File: src/rtl/ccx_memif_dma_pkg.sv
`default_nettype none
// +------------------------------------------------------------------+
// | ccx_memif_dma_pkg: shared state encoding and constants for the    |
// | CCX memory-interface word-copy engine.                            |
// | Revision: 1.0                                                     |
// +------------------------------------------------------------------+
package ccx_memif_dma_pkg;

    typedef enum logic [1:0] {
        IDLE = 2'd0,
        RD   = 2'd1,
        WR   = 2'd2,
        FIN  = 2'd3
    } dma_state_t;

    localparam int unsigned WORD_BYTES = 4;
    localparam int          DEF_LEN_W  = 16;

endpackage
`default_nettype wire

File: src/rtl/scarv_ccx_memif.sv
`default_nettype none
// +------------------------------------------------------------------+
// | scarv_ccx_memif: CCX memory bus, requester and responder views.   |
// | Revision: 1.0                                                     |
// +------------------------------------------------------------------+
interface scarv_ccx_memif;
    logic        req;
    logic        gnt;
    logic        wen;
    logic [31:0] addr;
    logic [31:0] wdata;
    logic [31:0] rdata;
    logic        error;

    modport REQ (output req, wen, addr, wdata, input gnt, rdata, error);
    modport RSP (input req, wen, addr, wdata, output gnt, rdata, error);
endinterface
`default_nettype wire

File: src/rtl/ccx_memif_dma_addr.sv
`default_nettype none
// +------------------------------------------------------------------+
// | ccx_memif_dma_addr: source/destination/count register bank with   |
// | load, advance and terminal-count outputs.                         |
// | Revision: 1.0                                                     |
// +------------------------------------------------------------------+
module ccx_memif_dma_addr
    import ccx_memif_dma_pkg::*;
#(
    parameter int LEN_W = DEF_LEN_W
) (
    input  logic             clk,
    input  logic             rst_n,
    input  logic             load,
    input  logic             adv,
    input  logic [31:0]      src_in,
    input  logic [31:0]      dst_in,
    input  logic [LEN_W-1:0] len_in,
    output logic [31:0]      dst,
    output logic [31:0]      src_next,
    output logic [31:0]      dst_next,
    output logic             last
);
    logic [31:0]      src;
    logic [LEN_W-1:0] cnt;
    logic             unused_lsbs;

    assign unused_lsbs = ^{src_in[1:0], dst_in[1:0]};

    // Natural 32-bit overflow gives the 0xFFFFFFFC -> 0x0 wrap.
    assign src_next = src + 32'(WORD_BYTES);
    assign dst_next = dst + 32'(WORD_BYTES);
    assign last     = (cnt == LEN_W'(1));

    always_ff @(posedge clk or negedge rst_n) begin
        if (!rst_n) begin
            src <= '0;
            dst <= '0;
            cnt <= '0;
        end else if (load) begin
            src <= {src_in[31:2], 2'b00};
            dst <= {dst_in[31:2], 2'b00};
            cnt <= len_in;
        end else if (adv) begin
            src <= src_next;
            dst <= dst_next;
            cnt <= cnt - LEN_W'(1);
        end
    end
endmodule
`default_nettype wire

File: src/rtl/ccx_memif_dma.sv
`default_nettype none
// +------------------------------------------------------------------+
// | ccx_memif_dma: word-copy bus initiator on the CCX memory bus.     |
// | Fill mode is built only when MEMIF_DMA_FILL_EN is defined.        |
// | Revision: 1.0                                                     |
// +------------------------------------------------------------------+
module ccx_memif_dma
    import ccx_memif_dma_pkg::*;
#(
    parameter int LEN_W = DEF_LEN_W
) (
    input  logic              g_clk,
    input  logic              g_resetn,
    output logic              g_clk_req,
    input  logic              start,
    input  logic [31:0]       src_addr,
    input  logic [31:0]       dst_addr,
    input  logic [LEN_W-1:0]  length,
    input  logic              fill_mode,
    input  logic [31:0]       fill_data,
    input  logic              abort,
    output logic              busy,
    output logic              done,
    output logic              err,
    output logic [31:0]       err_addr,
    scarv_ccx_memif.REQ       memif
);
    dma_state_t  state;
    logic        req;
    logic        wen;
    logic [31:0] addr;
    logic [31:0] wdata;
    logic        abort_pend;
    logic        accept;
    logic        adv;
    logic        fill_now;
    logic        fill_on;
    logic [31:0] fill_word;
    logic [31:0] dst;
    logic [31:0] src_next;
    logic [31:0] dst_next;
    logic        last;

    assign memif.req   = req;
    assign memif.wen   = wen;
    assign memif.addr  = addr;
    assign memif.wdata = wdata;
    assign g_clk_req   = start | busy;

    assign accept = (state == IDLE) && start;
    assign adv    = (state == WR) && req && memif.gnt && !memif.error;

`ifdef MEMIF_DMA_FILL_EN
    logic fill_q;
    always_ff @(posedge g_clk or negedge g_resetn) begin
        if (!g_resetn)   fill_q <= 1'b0;
        else if (accept) fill_q <= fill_mode;
    end
    assign fill_now  = fill_mode;
    assign fill_on   = fill_q;
    assign fill_word = fill_data;
`else
    logic unused_fill;
    assign unused_fill = ^{fill_mode, fill_data};
    assign fill_now    = 1'b0;
    assign fill_on     = 1'b0;
    assign fill_word   = '0;
`endif

    ccx_memif_dma_addr #(.LEN_W(LEN_W)) u_addr (
        .clk      (g_clk),
        .rst_n    (g_resetn),
        .load     (accept),
        .adv      (adv),
        .src_in   (src_addr),
        .dst_in   (dst_addr),
        .len_in   (length),
        .dst      (dst),
        .src_next (src_next),
        .dst_next (dst_next),
        .last     (last)
    );

    always_ff @(posedge g_clk or negedge g_resetn) begin
        if (!g_resetn) begin
            state      <= IDLE;
            req        <= 1'b0;
            wen        <= 1'b0;
            addr       <= '0;
            wdata      <= '0;
            busy       <= 1'b0;
            done       <= 1'b0;
            err        <= 1'b0;
            err_addr   <= '0;
            abort_pend <= 1'b0;
        end else begin
            done <= 1'b0;
            case (state)
                IDLE: if (start) begin
                    err        <= 1'b0;
                    abort_pend <= 1'b0;
                    busy       <= 1'b1;
                    if (length == '0) begin
                        state <= FIN;
                    end else if (fill_now) begin
                        state <= WR;
                        req   <= 1'b1;
                        wen   <= 1'b1;
                        addr  <= {dst_addr[31:2], 2'b00};
                        wdata <= fill_word;
                    end else begin
                        state <= RD;
                        req   <= 1'b1;
                        wen   <= 1'b0;
                        addr  <= {src_addr[31:2], 2'b00};
                    end
                end
                RD: begin
                    if (abort) abort_pend <= 1'b1;
                    if (memif.gnt) begin
                        if (memif.error) begin
                            err      <= 1'b1;
                            err_addr <= addr;
                            req      <= 1'b0;
                            state    <= FIN;
                            done     <= 1'b1;
                        end else if (abort || abort_pend) begin
                            req   <= 1'b0;
                            state <= FIN;
                            done  <= 1'b1;
                        end else begin
                            wen   <= 1'b1;
                            addr  <= dst;
                            wdata <= memif.rdata;
                            state <= WR;
                        end
                    end
                end
                WR: begin
                    if (abort) abort_pend <= 1'b1;
                    if (memif.gnt) begin
                        if (memif.error || last || abort || abort_pend) begin
                            if (memif.error) begin
                                err      <= 1'b1;
                                err_addr <= addr;
                            end
                            req   <= 1'b0;
                            wen   <= 1'b0;
                            state <= FIN;
                            done  <= 1'b1;
                        end else if (fill_on) begin
                            addr  <= dst_next;
                            wdata <= fill_word;
                        end else begin
                            wen   <= 1'b0;
                            addr  <= src_next;
                            state <= RD;
                        end
                    end
                end
                // A zero-length accept arrives here with done low and
                // spends one extra cycle raising it.
                FIN: begin
                    if (done) begin
                        state <= IDLE;
                        busy  <= 1'b0;
                    end else begin
                        done <= 1'b1;
                    end
                end
                default: state <= IDLE;
            endcase
        end
    end
endmodule
`default_nettype wire

File: src/flat_wrapper.sv
// flat-port wrapper written by rule: the top's interface ports become plain ports
module ccx_memif_dma_flat import ccx_memif_dma_pkg::*;
#(
    parameter int LEN_W = DEF_LEN_W
)
  (g_clk, g_resetn, g_clk_req, start, src_addr, dst_addr, length, fill_mode, fill_data, abort, busy, done, err, err_addr, memif_req, memif_wen, memif_addr, memif_wdata, memif_gnt, memif_rdata, memif_error);
  scarv_ccx_memif memif_i ();
  input  logic g_clk;
  input  logic g_resetn;
  output logic g_clk_req;
  input  logic start;
  input  logic [31:0] src_addr;
  input  logic [31:0] dst_addr;
  input  logic [LEN_W-1:0] length;
  input  logic fill_mode;
  input  logic [31:0] fill_data;
  input  logic abort;
  output logic busy;
  output logic done;
  output logic err;
  output logic [31:0] err_addr;
  output wire logic [$bits(memif_i.req)-1:0] memif_req;
  output wire logic [$bits(memif_i.wen)-1:0] memif_wen;
  output wire logic [$bits(memif_i.addr)-1:0] memif_addr;
  output wire logic [$bits(memif_i.wdata)-1:0] memif_wdata;
  input wire logic [$bits(memif_i.gnt)-1:0] memif_gnt;
  input wire logic [$bits(memif_i.rdata)-1:0] memif_rdata;
  input wire logic [$bits(memif_i.error)-1:0] memif_error;
  assign memif_req = memif_i.req;
  assign memif_wen = memif_i.wen;
  assign memif_addr = memif_i.addr;
  assign memif_wdata = memif_i.wdata;
  assign memif_i.gnt = memif_gnt;
  assign memif_i.rdata = memif_rdata;
  assign memif_i.error = memif_error;
  ccx_memif_dma #(.LEN_W(LEN_W)) u_core (.g_clk(g_clk), .g_resetn(g_resetn), .g_clk_req(g_clk_req), .start(start), .src_addr(src_addr), .dst_addr(dst_addr), .length(length), .fill_mode(fill_mode), .fill_data(fill_data), .abort(abort), .busy(busy), .done(done), .err(err), .err_addr(err_addr), .memif(memif_i));
endmodule
File: config.mk
export PLATFORM = sky130hd
export DESIGN_NAME = ccx_memif_dma_flat
export DESIGN_NICKNAME = d
export VERILOG_FILES = /design/src/rtl/ccx_memif_dma_pkg.sv /design/src/rtl/scarv_ccx_memif.sv /design/src/rtl/ccx_memif_dma_addr.sv /design/src/rtl/ccx_memif_dma.sv /design/src/flat_wrapper.sv
export SDC_FILE = /design/constraint.sdc
export NUM_CORES = 1
export LEC_CHECK = 0
export ABC_AREA = 1
export ABC_CLOCK_PERIOD_IN_PS = 3100
export BUFFER_PORTS_ARGS = -buffer_cell sky130_fd_sc_hd__buf_2
export CAP_MARGIN = 20
export CELL_PAD_IN_SITES_DETAIL_PLACEMENT = 1
export CELL_PAD_IN_SITES_GLOBAL_PLACEMENT = 2
export CORE_MARGIN = 8
export CORE_UTILIZATION = 33
export CTS_CLUSTER_SIZE = 28
export DETAILED_ROUTE_END_ITERATION = 10
export PLACE_DENSITY = 0.87
export SLEW_MARGIN = 30
export SYNTH_ARGS = -nofsm -noshare
export SYNTH_HDL_FRONTEND = slang
export SYNTH_SLANG_ARGS = --single-unit
File: constraint.sdc
create_clock -name g_clk -period 3.1 [get_ports g_clk]
set_input_delay 0.155 -clock g_clk [delete_from_list [all_inputs] [get_ports g_clk]]
set_output_delay 0.155 -clock g_clk [all_outputs]
set_load 0.01 [all_outputs]
==> results of run 1 <==
==> flip-flops by register name, indices dropped and copies added (netlist names) <==
| signal | flops |
|---|---|
| u_core.memif.wdata | 32 |
| u_core.err_addr | 31 |
| u_core.memif.addr | 31 |
| u_core.u_addr.dst | 30 |
| u_core.u_addr.src | 30 |
| u_core.u_addr.cnt | 16 |
| u_core.state | 2 |
| u_core.abort_pend | 1 |
| u_core.busy | 1 |
| u_core.done | 1 |
| u_core.err | 1 |
| u_core.memif.req | 1 |
| u_core.memif.wen | 1 |
==> power breakdown <==
part | switching [mW] | internal, mW | leakage (nW)
registers | 1.02 | 3.42 | 2.22
clock network | 1.04 | 1.45 | 0.318
logic | 3.82 | 2.17 | 3.67
total | 5.87 | 7.04 | 6.21
==> worst reg2reg max path, delay by kind of cell, from the launching register on <==
kind | cells | cell delay [ns]
fa+ha+maj | 1 | 0.23
flops | 1 | 0.44
mux | 1 | 0.59
simple gates | 1 | 0.72
buf+inv | 2 | 0.50
==> cells by family (layout without fill, tap and decap cells) <==
| kind of cell | after synthesis | count (layout) | synth area share |
|---|---|---|---|
| compound gates | 158 | 158 | 0.0974 |
| xor+xnor | 22 | 22 | 0.0194 |
| fa+ha+maj | 10 | 10 | 0.0126 |
| buf+inv | 173 | 453 | 0.0720 |
| flops | 178 | 178 | 0.448 |
| mux | 54 | 54 | 0.0612 |
| other cells | 0 | 3 | 0 |
| simple gates | 684 | 684 | 0.289 |
==> routing by layer <==
| metal | up-vias | track usage |
|---|---|---|
| met1 | 4880 | 0.256 |
| met3 | 39 | 0.0350 |
| met2 | 212 | 0.347 |
| li1 | 4709 | - |
| met4 | 0 | 0.0607 |
| met5 | - | 0 |
==> cell type report <==
class / count / area (um2) / area share
antenna: 3 / 7.51 / 0.000589
clock buffer: 17 / 425 / 0.0334
clock inverter: 14 / 225 / 0.0177
inverter: 122 / 458 / 0.0359
multi-input combinational: 928 / 4770 / 0.374
sequential: 178 / 4450 / 0.349
tap: 390 / 488 / 0.0383
timing repair buffer: 300 / 1930 / 0.151
==> stage by stage <==
stage               hold WS (ns)  power, mW  setup WS [ns]  std cells
finish                   0.00757       12.9          0.496       1952
global route             0.00550       13.9          0.277       1952
CTS                      0.00405       13.0          0.517       1949
detailed placement       -0.0402       10.3          0.524       1846
global placement         -0.0403       10.1          0.646       1846
floorplan                 -0.141       8.08           1.31       1279
==> Yosys cell counts, types with 20 or more instances <==
| cell type | number | area share |
|---|---|---|
| a21oi_1 | 41 | 0.021 |
| buf_2 | 20 | 0.010 |
| clkbuf_1 | 20 | 0.0076 |
| dfrtp_1 | 178 | 0.45 |
| inv_1 | 115 | 0.043 |
| mux2_2 | 53 | 0.060 |
| nand2_1 | 388 | 0.15 |
| nand3_1 | 121 | 0.061 |
| nor2_1 | 122 | 0.046 |
| o211ai_1 | 25 | 0.019 |
| o21ai_0 | 58 | 0.029 |
==> worst max path at each step <==
stage                                                     to                         from
final                     u_core.memif.wdata[10]$_DFFE_PN0P_  u_core.state[1]$_DFFE_PN0P_
after global routing      u_core.memif.wdata[10]$_DFFE_PN0P_  u_core.state[1]$_DFFE_PN0P_
after CTS                 u_core.memif.wdata[10]$_DFFE_PN0P_  u_core.state[1]$_DFFE_PN0P_
after detailed placement  u_core.memif.wdata[10]$_DFFE_PN0P_  u_core.state[1]$_DFFE_PN0P_
after global placement    u_core.memif.wdata[10]$_DFFE_PN0P_  u_core.state[1]$_DFFE_PN0P_
after floorplan            u_core.memif.addr[22]$_DFFE_PN0P_  u_core.state[1]$_DFFE_PN0P_
==> timing repair <==
item,in CTS,in global routing
setup endpoints to repair,0,0
hold endpoints to repair,219,0
hold buffers,72,0
==> flow_metrics.tcl, run 1 <==
set metrics [dict create \
    status "finished clean" \
    async_flop_share 1.00 \
    post_cts_buffers 0 \
    grt_overflow 0 \
    fin_crit_ns 2.60 \
    die_y_um 189 \
    dr_wl_met2_um 18100 \
    tritoncts "yes" \
    cpPeakStageDelay_ns 0.71 \
    leakagePower_nw 6.21 \
    cts-root-buf "clkbuf_16" \
    worstHoldPathCells 3 \
    cts-resized-gates 0 \
    critical_path.slowest_cell "nand3_2" \
    design_area_um2 12800 \
    io_buffers 215 \
    r2r_start "u_core.state[1]$_DFFE_PN0P_" \
    synthFlopType "dfrtp_1" \
    die_w_um 189 \
    cp_max_fo 33 \
    synth_area_um2 9930 \
    path_buf_inv 2 \
    row_count 63 \
    via_per_inst 5.04 \
    ys_warn_count 0 \
    wl_per_cell_um 18.6 \
    r2r_end "u_core.memif.wdata[10]$_DFFE_PN0P_" \
    crit_path_end_kind "flip-flop" \
    grt_max_degree 115 \
    final_cell_mix "nand2_1, buf_2, dfrtp_1" \
    grt_usage 0.202 \
    start_util 0.335 \
    cts_buffer_depth 2 \
    ir_drop_mv 0.571 \
    critPathRequiredTime_ns 3.41 \
    final_antenna_net_count 0 \
    first_iter_violations 439 \
    drt-total-wl_um 36300 \
    cts_sinks 178 \
    num_vias 9840 \
    cts_buffers 17 \
    clkSlewWorstSetupHoldPaths_ns 0.07 \
    gp_congestion 0.851 \
    holdPathEnd "u_core.u_addr.dst[10]$_DFFE_PN0P_" \
    skew_ns 0.0133 \
    synth-seq-area-share 0.448 \
    path_depth 5 \
    max_cap_viol_count 0 \
    ioPinCount 253 \
    cp_top_family "simple AND/OR/NAND/NOR gates" \
    hold_viol_final 0 \
    grt_pass1_wl_um 57900 \
    worstHoldStart "dst_addr[10]" \
    synth_edf_count 0 \
    design.die.area_um2 35900 \
    max_freq_mhz 384 \
    fin_tns_setup_ns 0 \
    syn_nets 1440 \
    drt-met1-wl_um 15900 \
    hold_path_class "input pin to flip-flop" \
    rsz0062_at_grt "no" \
    crit_type "flip-flop to flip-flop" \
    cp-start-kind "flip-flop" \
    syn_inst 1279 \
    htree_num_levels 4 \
    dr.max_layer_used "met4" \
    final_nets 1708 \
    n_fill_cell 3685 \
    worstPathCellList "inv_1 -> ha_1 -> buf_4 -> nand3_2 -> mux2_1" \
    synthDistinctLibCells 40 \
    drc 0 \
    drive_gt1_frac 0.217 \
    cp.arrival_ns 2.91 \
    postPlaceCellArea_um2 11400 \
    grt_pass1_vias 10500 \
    layout_commonest_cell "nand2_1" \
    tightest_slew_ns 0.872 \
    setup_viol 0 \
    clk_latency_ns 0.44 \
    p_per_area_nw_per_um2 1010 \
    wl_met3_um 1530 \
    ff2ff_path_depth 5 \
    area_growth_pct 28.4 \
    relSlewSlack 0.418 \
    timing.final.crit_share 0.840 \
    synth_seq_cells 178 \
    dr.pass1.iters 5 \
    detailedPlacementHpwl_um 26300 \
    fin_util 0.430 \
    r2r_slack_ns 0.50 \
    slew_viol_final 0 \
    syn_area_per_cell_um2 7.77 \
    core_area_um2 29600 \
    grt_antenna_before_repair 3 \
]
Note: power is estimated with default switching activity, not from simulation.
==> inputs of run 2 (changes only) <==
--- a/config.mk
+++ b/config.mk
@@ -6,16 +6,16 @@
 export NUM_CORES = 1
 export LEC_CHECK = 0
 export ABC_AREA = 1
-export ABC_CLOCK_PERIOD_IN_PS = 3100
+export ABC_CLOCK_PERIOD_IN_PS = 2600
 export BUFFER_PORTS_ARGS = -buffer_cell sky130_fd_sc_hd__buf_2
 export CAP_MARGIN = 20
 export CELL_PAD_IN_SITES_DETAIL_PLACEMENT = 1
 export CELL_PAD_IN_SITES_GLOBAL_PLACEMENT = 2
 export CORE_MARGIN = 8
-export CORE_UTILIZATION = 33
+export CORE_UTILIZATION = 30
 export CTS_CLUSTER_SIZE = 28
 export DETAILED_ROUTE_END_ITERATION = 10
-export PLACE_DENSITY = 0.87
+export PLACE_DENSITY = 0.8
 export SLEW_MARGIN = 30
 export SYNTH_ARGS = -nofsm -noshare
 export SYNTH_HDL_FRONTEND = slang
==> constraint.sdc (replaced) <==
create_clock -name g_clk -period 2.6 [get_ports g_clk]
set_input_delay 0.13 -clock g_clk [delete_from_list [all_inputs] [get_ports g_clk]]
set_output_delay 0.13 -clock g_clk [all_outputs]
set_load 0.01 [all_outputs]
==> run 2 against run 1 <==
Global-route usage down 0.75 points. Sequential share of layout area decreased by 1.0 points. Highest routed layer unchanged. Combinational power up 20%. Critical path type unchanged. Count of clock-buffer cells in the layout is 4 higher. Clock power is 10% higher. Wire length grew 3.4%.
==> flow_metrics.tcl, run 2 (same netlist as run 1, synthesis figures left out) <==
set metrics [dict create \
    final_nets 1745 \
    cpPeakStageDelay_ns 0.44 \
    fin_crit_ns 2.34 \
    grt_max_degree 56 \
    cp_max_fo 16 \
    die_w_um 198 \
    p_per_area_nw_per_um2 1160 \
    worst_slack_ns 0.260 \
    drc 0 \
    layout_commonest_cell "nand2_1" \
    worstHoldStart "src_addr[24]" \
    drt-total-wl_um 37500 \
    htree_num_levels 4 \
    dr.pass1.iters 5 \
    core_area_um2 32500 \
    row_count 66 \
    largest_register_ffs 32 \
    skew_ns 0.0204 \
    startpoint "u_core.state[0]$_DFFE_PN0P_" \
    top_register "u_core.memif.wdata" \
    cts_buffer_depth 2 \
    hold_slack_ns 0.0209 \
    critPathRequiredTime_ns 2.95 \
    rsz0062_at_grt "no" \
    crit_path_end_kind "flip-flop" \
    cts-root-buf "clkbuf_16" \
    io_buffers 215 \
    drive_gt1_frac 0.217 \
    ir_drop_mv 0.578 \
    design.die.area_um2 39200 \
    wl_per_cell_um 18.4 \
    num_vias 9796 \
    worstPathCellList "inv_1 -> ha_1 -> inv_2 -> nor2_1 -> nand3_2 -> nor2_4 -> inv_2 -> o311ai_1" \
    cts_sinks 178 \
    grt_overflow 0 \
    cts_buffers 17 \
    detailedPlacementHpwl_um 27900 \
    via_per_inst 4.80 \
    fin_tns_setup_ns 0 \
    max_cap_viol_count 0 \
    clkSlewWorstSetupHoldPaths_ns 0.07 \
    grt_pass1_wl_um 59700 \
    r2r_start "u_core.state[0]$_DFFE_PN0P_" \
    setup_viol 0 \
    die_y_um 198 \
    start_util 0.305 \
    cp_common_cell "inv_2" \
    clk_latency_ns 0.46 \
    final_antenna_net_count 0 \
    crit_type "flip-flop to flip-flop" \
    max_freq_mhz 427 \
    grt_pass1_vias 10500 \
    critical_path.slowest_cell "dfrtp_1" \
    slew_viol_final 0 \
    hold_path_class "input pin to flip-flop" \
    largestRegisters "u_core.memif.wdata x32, u_core.err_addr x31, u_core.memif.addr x31" \
    fin_util 0.404 \
    grt_antenna_before_repair 1 \
    cts-resized-gates 0 \
    tightest_slew_ns 0.660 \
    cp.arrival_ns 2.69 \
    final_cell_mix "nand2_1, buf_2, dfrtp_1" \
    tritoncts "yes" \
    gp_congestion 0.859 \
    leakagePower_nw 6.34 \
    timing.final.crit_share 0.900 \
    ioPinCount 253 \
    area_growth_pct 32.2 \
    relSlewSlack 0.557 \
    status "finished clean" \
    grt_usage 0.195 \
    dp_slack_ns 0.245 \
    hold_viol_final 0 \
    cp-start-kind "flip-flop" \
    first_iter_violations 486 \
]
[run 2: changes by cell type in the layout (fill, tap and decap cells not counted), sizes merged]
cell	change
clkbuf	+4
inv	-3
buf	+9
diode	-2
clkinv	-1
dlygate4sd3	+28
clkinvlp	+3
bufinv	-2
[run 2: area by class of cell]
class | instances | area, um2
multi-input cells | 928 | 4770
repair buffers | 337 | 2290
inverters | 122 | 458
clock buffers | 21 | 460
well taps | 442 | 553
flip-flops and latches | 178 | 4450
diodes | 1 | 2.50
fillers | 4094 | 19400
clock inverters | 11 | 151
[run 2: worst paths after layout]
check | endpoint | slack (ns) | cells after the start
max in group asynchronous | u_core.u_addr.dst[8]$_DFFE_PN0P_ | 1.64 | 3
worst max register to register | u_core.u_addr.cnt[6]$_DFFE_PN0P_ | 0.26 | 8
min in group asynchronous | u_core.err_addr[15]$_DFFE_PN0P_ | 0.24 | 2
worst max-delay path | u_core.u_addr.cnt[6]$_DFFE_PN0P_ | 0.26 | 8
worst min-delay path | u_core.u_addr.src[24]$_DFFE_PN0P_ | 0.02 | 3
worst min register to register | u_core.err_addr[5]$_DFFE_PN0P_ | 0.49 | 2
[run 2: critical path: cells and delay by family (launching register included)]
kind,cells,cell delay [ns]
AO/OA/AOI/OAI,1,0.28
adder cells (fa/ha/maj),1,0.20
buffers and inverters,3,0.51
AND/OR/NAND/NOR,3,0.78
flip-flops,1,0.44
[run 2: stage by stage]
step	total power [mW]	cells	area, um2
2_1_floorplan	9.63	1279	9930
3_3_place_gp	12.2	1907	11500
3_5_place_dp	12.4	1907	11500
4_1_cts	15.4	2039	13100
5_1_grt	16.6	2040	13100
6_report	15.3	2040	13100
[run 2: timing repair]
action                    4_1_cts  5_1_grt
buffers inserted                0        0
hold endpoints to repair      150        0
hold buffers                  100        0
[run 2: per-layer routing]
layer | vias to the layer above | GRT usage | part of all wire
li1 | 4784 | - | -
met1 | 4826 | 0.248 | 0.45
met2 | 160 | 0.337 | 0.50
met3 | 26 | 0.0367 | 0.038
met4 | 0 | 0.0456 | 0.013
met5 | - | 0 | 0
[run 2: report_power, final]
group | switching, mW | internal [mW] | total [mW]
registers | 1.23 | 4.08 | 5.31
clock network | 1.18 | 1.57 | 2.75
logic | 4.53 | 2.66 | 7.19
total | 6.94 | 8.32 | 15.3
